### src/rtl/sdp_ram_rd_arbiter.sv
// sdp_ram_rd_arbiter
//   Round-robin arbiter that shares the read port of a simple dual-port RAM
//   between two requesters. The RAM is assumed to run in output-registered
//   mode (2-cycle read latency). The write client drives port A directly and
//   is always accepted.
//
// Configuration macro:
//   SDP_ARB_WR_FWD_EN - when defined, a write to the read address in the
//                       acceptance cycle or the following cycle is forwarded
//                       into the response. When undefined, responses carry
//                       raw read-first RAM data.
//
// Ports:
//   clka, rstb                 clock; synchronous active-high reset
//   rd0_valid/addr/ready       requester 0 read request handshake
//   rd1_valid/addr/ready       requester 1 read request handshake
//   wr_valid/addr/data         write client (no backpressure)
//   rsp_valid/id/data          read response (no backpressure)
//   ram_addra/dina/wea         RAM write port
//   ram_addrb/enb/regceb/rstb  RAM read port controls
//   ram_doutb                  RAM read data (output register)
module sdp_ram_rd_arbiter #(
  parameter int unsigned RAM_WIDTH = 64,
  parameter int unsigned RAM_DEPTH = 512,
  localparam int unsigned AW = $clog2(RAM_DEPTH)
) (
  input  logic                 clka,
  input  logic                 rstb,
  input  logic                 rd0_valid,
  input  logic [AW-1:0]        rd0_addr,
  output logic                 rd0_ready,
  input  logic                 rd1_valid,
  input  logic [AW-1:0]        rd1_addr,
  output logic                 rd1_ready,
  input  logic                 wr_valid,
  input  logic [AW-1:0]        wr_addr,
  input  logic [RAM_WIDTH-1:0] wr_data,
  output logic                 rsp_valid,
  output logic                 rsp_id,
  output logic [RAM_WIDTH-1:0] rsp_data,
  output logic [AW-1:0]        ram_addra,
  output logic [RAM_WIDTH-1:0] ram_dina,
  output logic                 ram_wea,
  output logic [AW-1:0]        ram_addrb,
  output logic                 ram_enb,
  output logic                 ram_regceb,
  output logic                 ram_rstb,
  input  logic [RAM_WIDTH-1:0] ram_doutb
);

  // Index of the requester granted most recently. Resets to 1 so that
  // requester 0 wins the first contended cycle.
  logic last_q;

  logic gnt0, gnt1, gnt_any, gnt_id;

  // In-flight pipeline: stage 1 = cycle T+1 (RAM output register loading),
  // stage 2 = cycle T+2 (response presented).
  logic s1_valid_q, s1_id_q;
  logic s2_valid_q, s2_id_q;

  // Write port is a straight pass-through.
  assign ram_wea   = wr_valid;
  assign ram_addra = wr_addr;
  assign ram_dina  = wr_data;
  assign ram_rstb  = rstb;

  always_comb begin
    gnt0 = 1'b0;
    gnt1 = 1'b0;
    if (!rstb) begin
      gnt0 = rd0_valid & (~rd1_valid | last_q);
      gnt1 = rd1_valid & (~rd0_valid | ~last_q);
    end
  end

  assign gnt_any   = gnt0 | gnt1;
  assign gnt_id    = gnt1;
  assign rd0_ready = gnt0;
  assign rd1_ready = gnt1;
  assign ram_enb   = gnt_any;
  assign ram_addrb = gnt1 ? rd1_addr : rd0_addr;

  assign ram_regceb = s1_valid_q & ~rstb;

  always_ff @(posedge clka) begin
    if (rstb) begin
      last_q     <= 1'b1;
      s1_valid_q <= 1'b0;
      s1_id_q    <= 1'b0;
      s2_valid_q <= 1'b0;
      s2_id_q    <= 1'b0;
    end else begin
      if (gnt_any) last_q <= gnt_id;
      s1_valid_q <= gnt_any;
      s1_id_q    <= gnt_id;
      s2_valid_q <= s1_valid_q;
      // rsp_id holds its last value between responses.
      if (s1_valid_q) s2_id_q <= s1_id_q;
    end
  end

  assign rsp_valid = s2_valid_q;
  assign rsp_id    = s2_id_q;

`ifdef SDP_ARB_WR_FWD_EN
  logic [AW-1:0]        s1_addr_q;
  logic                 s1_hit_q, s2_hit_q;
  logic [RAM_WIDTH-1:0] s1_fwd_q, s2_fwd_q;
  logic                 t0_hit, t1_hit;

  // T: write in the acceptance cycle; T+1: write while the read is in stage 1.
  assign t0_hit = gnt_any & wr_valid & (wr_addr == ram_addrb);
  assign t1_hit = s1_valid_q & wr_valid & (wr_addr == s1_addr_q);

  always_ff @(posedge clka) begin
    if (rstb) begin
      s1_hit_q <= 1'b0;
      s2_hit_q <= 1'b0;
    end else begin
      s1_hit_q <= t0_hit;
      s2_hit_q <= t1_hit | (s1_valid_q & s1_hit_q);
    end
  end

  always_ff @(posedge clka) begin
    s1_addr_q <= ram_addrb;
    s1_fwd_q  <= wr_data;
    // The later (T+1) write takes precedence over the T write.
    s2_fwd_q  <= t1_hit ? wr_data : s1_fwd_q;
  end

  assign rsp_data = (s2_valid_q & s2_hit_q) ? s2_fwd_q : ram_doutb;
`else
  assign rsp_data = ram_doutb;
`endif

endmodule

### config.mk
export PLATFORM = sky130hd
export DESIGN_NAME = sdp_ram_rd_arbiter
export DESIGN_NICKNAME = d
export VERILOG_FILES = /design/src/rtl/sdp_ram_rd_arbiter.sv
export SDC_FILE = /design/constraint.sdc
export NUM_CORES = 1
export LEC_CHECK = 0
export ABC_AREA = 1
export CAP_MARGIN = 20
export CELL_PAD_IN_SITES_DETAIL_PLACEMENT = 1
export CELL_PAD_IN_SITES_GLOBAL_PLACEMENT = 2
export CORE_MARGIN = 8
export CORE_UTILIZATION = 10
export DETAILED_ROUTE_END_ITERATION = 7
export PLACE_DENSITY = 0.95
export SETUP_SLACK_MARGIN = 0.1
export SLEW_MARGIN = 10
export SYNTH_ARGS = -nofsm -noshare
export SYNTH_HDL_FRONTEND = slang
export SYNTH_SLANG_ARGS = --single-unit
### constraint.sdc
create_clock -name clka -period 2.76 [get_ports clka]
set_clock_uncertainty 0.2 [all_clocks]
set_input_delay 0.276 -clock clka [delete_from_list [all_inputs] [get_ports clka]]
set_output_delay 0.276 -clock clka [all_outputs]
set_load 0.005 [all_outputs]
==> results of run 1 <==
## kinds of logic after synthesis
logic type,after synthesis
AO/OA/AOI/OAI,4
flip-flops,5
AND/OR/NAND/NOR,36
buffers and inverters,147
## flip-flops by register name, summed over array words and instances, names as in the netlist
| name | cells |
|---|---|
| rsp_valid | 1 |
| last_q | 1 |
| s1_valid_q | 1 |
| s1_id_q | 1 |
| rsp_id | 1 |
## metal layers
| metal | wire, um | global-route usage |
|---|---|---|
| met5 | 0 | 0 |
| met4 | 569 | 0.0674 |
| met3 | 560 | 0.0218 |
| met2 | 1570 | 0.0595 |
| met1 | 1100 | 0.0274 |
## critical path, stage by stage
cell and delay (ps):
clkdlybuf4s50_1 650, nand2_4 90, nand3_2 100, buf_4 170
nand2_1 60, nand2_1 60, clkdlybuf4s50_1 510
## Yosys cell counts
library cell,instances
buf_4,139
nand2_1,20
nand4_1,9
dfxtp_1,5
inv_1,5
nor2_1,5
buf_2,2
o21a_1,2
buf_6,1
nand2_4,1
nand3_2,1
o211ai_1,1
o21ai_0,1
## final timing paths
path,start,end,slack (ps),cells past startpoint
worst max-delay path,rd0_valid,ram_addrb[7],360,7
worst min-delay path,s1_valid_q,rsp_valid,270,2
worst max register to register,last_q,s1_id_q,1720,4
worst min register to register,s1_valid_q,rsp_valid,270,2
## power breakdown
group | switching (W) | leakage (nW) | total [W] | internal [W]
clock | 0.0000435 | 0.0382 | 0.000235 | 0.000191
sequential | 0.00000294 | 0.0416 | 0.0000805 | 0.0000775
combinational | 0.0000449 | 0.322 | 0.000116 | 0.0000711
## per-stage QoR
| stage | cells | hold slack [ps] | util |
|---|---|---|---|
| after global routing | 279 | 309 | 0.0767 |
| final | 279 | 271 | 0.0767 |
| after CTS | 279 | 273 | 0.0767 |
| after global placement | 275 | 243 | 0.0710 |
| after floorplan | 192 | 148 | - |
| after detailed placement | 275 | 271 | 0.0710 |
## final cells by class
| type | count | area [um^2] |
|---|---|---|
| timing repair buffer | 45 | 430 |
| sequential | 5 | 100 |
| fill | 1640 | 12700 |
| multi-input combinational | 40 | 199 |
| clock buffer | 4 | 78.8 |
| tap | 180 | 225 |
| inverter | 5 | 18.8 |
==> results.sh, run 1 <==
export IMPL_synth_top_family_by_area="buffers and inverters"
export IMPL_hold_path_class="flip-flop to flip-flop"
export IMPL_synth_area_leaders="buf_4, dfxtp_1, nand2_1"
export IMPL_syn_to_final_growth_pct=-23.9
export IMPL_grt_overflow_total=0
export IMPL_coreArea_mm2=0.0137
export IMPL_wl_per_cell_um=13.6
export IMPL_via_per_inst=2.62
export IMPL_die_y_um=134
export IMPL_synth_simple_area_share=0.124
export IMPL_yosysUniqueCellTypes=13
export IMPL_vias=730
export IMPL_leakage_nw=0.402
export IMPL_initial_core_util=0.101
export IMPL_dieArea_mm2=0.0178
export IMPL_yosysSeqAreaShare=0.0724
export IMPL_placedInstanceArea_um2=973
export IMPL_row_count=43
export IMPL_detail_route_antenna_nets=0
export IMPL_pin_count=314
export IMPL_maxCapViolCount=0
export IMPL_cts_resized=0
export IMPL_synth_xor_area_frac=0
export IMPL_end_kind="primary output"
export IMPL_final_setup_tns_ps=0
export IMPL_cts_tree="done"
export IMPL_layout_setup_ws_ps=365
export IMPL_critPathKind="input port to primary output"
export IMPL_syn_avg_cell_area_um2=7.20
export IMPL_period_share=0.868
export IMPL_synth_mux_area_frac=0
export IMPL_yosysTopAreaCellShare=0.755
export IMPL_cts_root_buf="clkbuf_16"
export IMPL_synth_compound_area_frac=0.0199
export IMPL_drt_iter0_drc=2
export IMPL_finalSetupViolations=0
export IMPL_finalNetCount=260
export IMPL_gp_congestion=0.608
export IMPL_synth_nets=352
export IMPL_cp_arrival_ps=1920
export IMPL_cts_max_level=1
export IMPL_p_per_area_mw_per_mm2=410
export IMPL_status="completed"
export IMPL_timing_fmax_mhz=417
export IMPL_clk_path_buf_depth=2
export IMPL_grt_max_degree=12
export IMPL_postCtsSetupBuffers=0
export IMPL_post_place_ws_ps=364
export IMPL_fin_area_mm2=0.00105
export IMPL_worst_skew_pair_late_latency_ps=220
export IMPL_period_minus_slack_ps=2400
export IMPL_grt_pass1_wl_um=5240
export IMPL_vdd_drop_max_uv=163
export IMPL_drc_errors=0
export IMPL_cts_clk_slew_worst_paths_ps=30
export IMPL_yosysWarnings=0
export IMPL_synth_seq_cells=5
export IMPL_syn_area_mm2=0.00138
export IMPL_cp_max_fo=8
export IMPL_synthAdderAreaFrac=0
export IMPL_numCtsBuffers=3
export IMPL_grt_usage=0.0396
export IMPL_start_kind="input port"
export IMPL_rsz0062_at_grt="no"
export IMPL_antenna_cells=0
export IMPL_place_hpwl_um=3270
export IMPL_layout_commonest_cell="clkdlybuf4s50_1"
export IMPL_total_power_w=0.000431
export IMPL_dr_pass1_iters=2
export IMPL_mostFrequentLayoutCells="clkdlybuf4s50_1, nand2_1, nand4_1, buf_4"
export IMPL_synth_cells=192
export IMPL_finalHoldViolations=0
export IMPL_cts_sinks=5
export IMPL_portBuffers=37
export IMPL_report_final_slew_viol_count=0
export IMPL_worstPathRequired_ps=2280
export IMPL_grt_pass1_vias=881
export IMPL_drive_gt1_frac=0.131
export IMPL_finalWirelength_um=3800
export IMPL_antenna_found_initial=0
export IMPL_slew_headroom=0.785
export IMPL_yosysTopAreaCell="buf_4"
export IMPL_dieWidth_um=134
export IMPL_worst_pin_slew_ps=322
export IMPL_cts_hold_fix_buffers=0
Power figures use the tool's default switching activity.
==> inputs of run 2 (changes only) <==
--- a/config.mk
+++ b/config.mk
@@ -18,3 +18,4 @@
 export SYNTH_ARGS = -nofsm -noshare
 export SYNTH_HDL_FRONTEND = slang
 export SYNTH_SLANG_ARGS = --single-unit
+export TNS_END_PERCENT = 10
==> results of run 2 <==
The final DEF is identical to that of run 1; final timing and power are the same.
==> RTL change (flow settings as in run 2) <==
Change the parameter `RAM_DEPTH` from 512 to 128.
--- a/src/rtl/sdp_ram_rd_arbiter.sv
+++ b/src/rtl/sdp_ram_rd_arbiter.sv
@@ -23,3 +23,3 @@
   parameter int unsigned RAM_WIDTH = 64,
-  parameter int unsigned RAM_DEPTH = 512,
+  parameter int unsigned RAM_DEPTH = 128,
   localparam int unsigned AW = $clog2(RAM_DEPTH)
Ports: changed (5 resized); port bits go from 314 to 304. No check against the original RTL was run, so the function may have changed too.
==> RTL change against run 2 <==
Wire length is 4.6% lower. First-iteration DRC count rose to 3.5 times the old value. Worst setup slack improved by 0.076 ns. Final area fell by 14%. Total power shrank 5.2%. Maximum frequency grew 3.3%. Synthesized cell count is 4.7% lower. Sequential cell count stayed put. Core utilization decreased by 0.82 points. Non-clock buffer count is 14 lower. Synthesized area down 2.3%. Register-to-register slack improved by 0.08 ns. Critical endpoint is now ram_addrb[5].
==> RTL change: results (changes against run 2) <==
[synth]
synth-main-ff-cell=dfxtp_1  ; unchanged
synth.avg_cell_area_sq_um=7.384  ; was 7.201 sq um
synth_nets=337  ; was 352
async_flop_share=0  ; unchanged
yosys-top-cells-count=buf_4 (137), nand2_1 (16), nand4_1 (7)  ; was buf_4 (139), nand2_1 (20), nand4_1 (9)
yosys.area_share.adder=0  ; unchanged
synth_top_family_by_area=buffers and inverters  ; unchanged
synthMuxAreaShare=0  ; unchanged
synthXorXnorAreaFrac=0  ; unchanged
synth_warnings=0  ; unchanged
ys_types=14  ; was 13
synth_area_leaders=buf_4 (76%), dfxtp_1 (7.4%), nand2_1 (4.4%), nand4_1 (3.2%), nor2_1 (1.4%)  ; was buf_4 (75%), dfxtp_1 (7.2%), nand2_1 (5.4%), nand4_1 (4.1%), inv_1 (1.4%)
synth_compound_area_frac=0.02037  ; was 0.01991
seq_area_frac_synth=0.07407  ; was 0.07240

[cells_and_area]
fill_cells=1598  ; was 1640
final_nets=234  ; was 260
antenna_cells=0  ; unchanged
drive_above_1_share=0.07595  ; was 0.1313

[clock_network]
post_cts_buffers=0  ; unchanged
cts_resized=0  ; unchanged
cts.clk_slew.worst_paths_ns=0.03  ; about the same
htree_levels=1  ; unchanged
max-clock-path-buffers=2  ; unchanged
numCtsBuffers=3  ; unchanged
clk_latency_ns=0.23
root_buffer=clkbuf_16  ; unchanged

[global_route]
grt_first_pass_wirelength_microns=4795  ; was 5237 microns
grt_usage=0.03792  ; was 0.03958
grt_pass1_vias=729  ; was 881
grt_max_degree=13  ; was 12
antenna_found_initial=0  ; unchanged

[placement]
pre_cts_slack_ns=0.4212  ; was 0.3635 ns
gp_congestion=0.6510  ; was 0.6075
dpl.hpwl_microns=3092  ; was 3271 microns
port_buffers=31  ; was 37
dp.cells=251  ; was 275
post_dp_cell_area_sq_um=828.3  ; was 973.4 sq um

[setup_path]
reg2reg_depth=3  ; was 4
critPathArrivalTime_ns=1.84  ; was 1.92 ns
timing.rr.end=s1_id_q  ; unchanged
r2r_start=last_q  ; unchanged
crit_fanout=11  ; was 8
r2r_slack_ns=1.80  ; was 1.72 ns

[pwr]
irDropWorstVdd_mv=0.1145  ; was 0.1632 mV
p_leak_nw=0.3234  ; was 0.4015 nW

[hold_path]
hold_end=rsp_valid  ; unchanged
holdPathStages=2  ; unchanged
min-delay-path-class=flop to flop  ; unchanged
holdCritStartpoint=s1_valid_q  ; unchanged

[timing]
slew_headroom=0.6934  ; was 0.7846
postLayoutSetupSlackWorst_ns=0.4403  ; was 0.3647 ns

[routing]
vias=621  ; was 730
drt_iter0_markers=7  ; was 2
vias_per_cell=2.435  ; was 2.616
drtPass1Iterations=4  ; was 2
wl_microns=3622  ; was 3798 microns

[outcome]
status=finished, final reports clean  ; unchanged

RTL change: cell count changes in the layout (fill, tap and decap cells not counted):
cell / before / now
buf_4: 8 / 0
clkdlybuf4s50_1: 37 / 31
nand2_1: 20 / 16
nand4_1: 9 / 7
inv_1: 5 / 4
inv_2: 0 / 1
nand3_2: 1 / 0
nand3_4: 0 / 1
RTL change: cell families after synthesis:
family          Yosys count
compound gates            4
flops                     5
simple gates             30
buf+inv                 144
RTL change: per-stage QoR:
stage / hold WS [ns] / util
4_1_cts: 0.2837 / 0.06850
2_1_floorplan: 0.1484 / -
6_report: 0.2850 / 0.06850
3_5_place_dp: 0.2639 / 0.06255
3_3_place_gp: 0.2360 / 0.06255
5_1_grt: 0.3095 / 0.06850
RTL change: worst max-delay path by stage:
stage | startpoint | to | depth (start not counted)
after floorplan | rstb | ram_addrb[0] | 4
after global placement | rd1_valid | ram_addrb[4] | 5
after detailed placement | rd1_valid | ram_addrb[5] | 4
after CTS | rd1_valid | ram_addrb[5] | 4
after global routing | rd1_valid | ram_addrb[4] | 5
final | rd1_valid | ram_addrb[5] | 4
RTL change: critical path: stages:
cell and delay, ns:
clkdlybuf4s50_1 0.75, nand4_1 0.20, nand2_1 0.11, clkdlybuf4s50_1 0.50
RTL change: power by group:
part           internal [mW]  total, mW  switching, mW
clock                  0.192      0.241         0.0497
combinational         0.0535     0.0872         0.0337
sequential            0.0775     0.0801        0.00261
total                  0.323      0.409         0.0860
RTL change: per-layer routing:
| layer | track usage | share of wire | vias up | wire length [microns] |
|---|---|---|---|---|
| met5 | 0 | 0 | - | 0 |
| met4 | 0.05678 | 0.10 | 0 | 362 |
| met3 | 0.04078 | 0.24 | 62 | 878 |
| met2 | 0.06209 | 0.50 | 116 | 1806 |
| met1 | 0.01356 | 0.16 | 226 | 575 |
| li1 | - | - | 217 | - |
RTL change: area by class of cell:
cell class	count	share of cell area
Timing Repair Buffer	31	0.3421
Tap cell	176	0.2428
Multi-Input combinational cell	34	0.1972
Sequential cell	5	0.1103
Clock buffer	4	0.08690
Inverter	5	0.02069
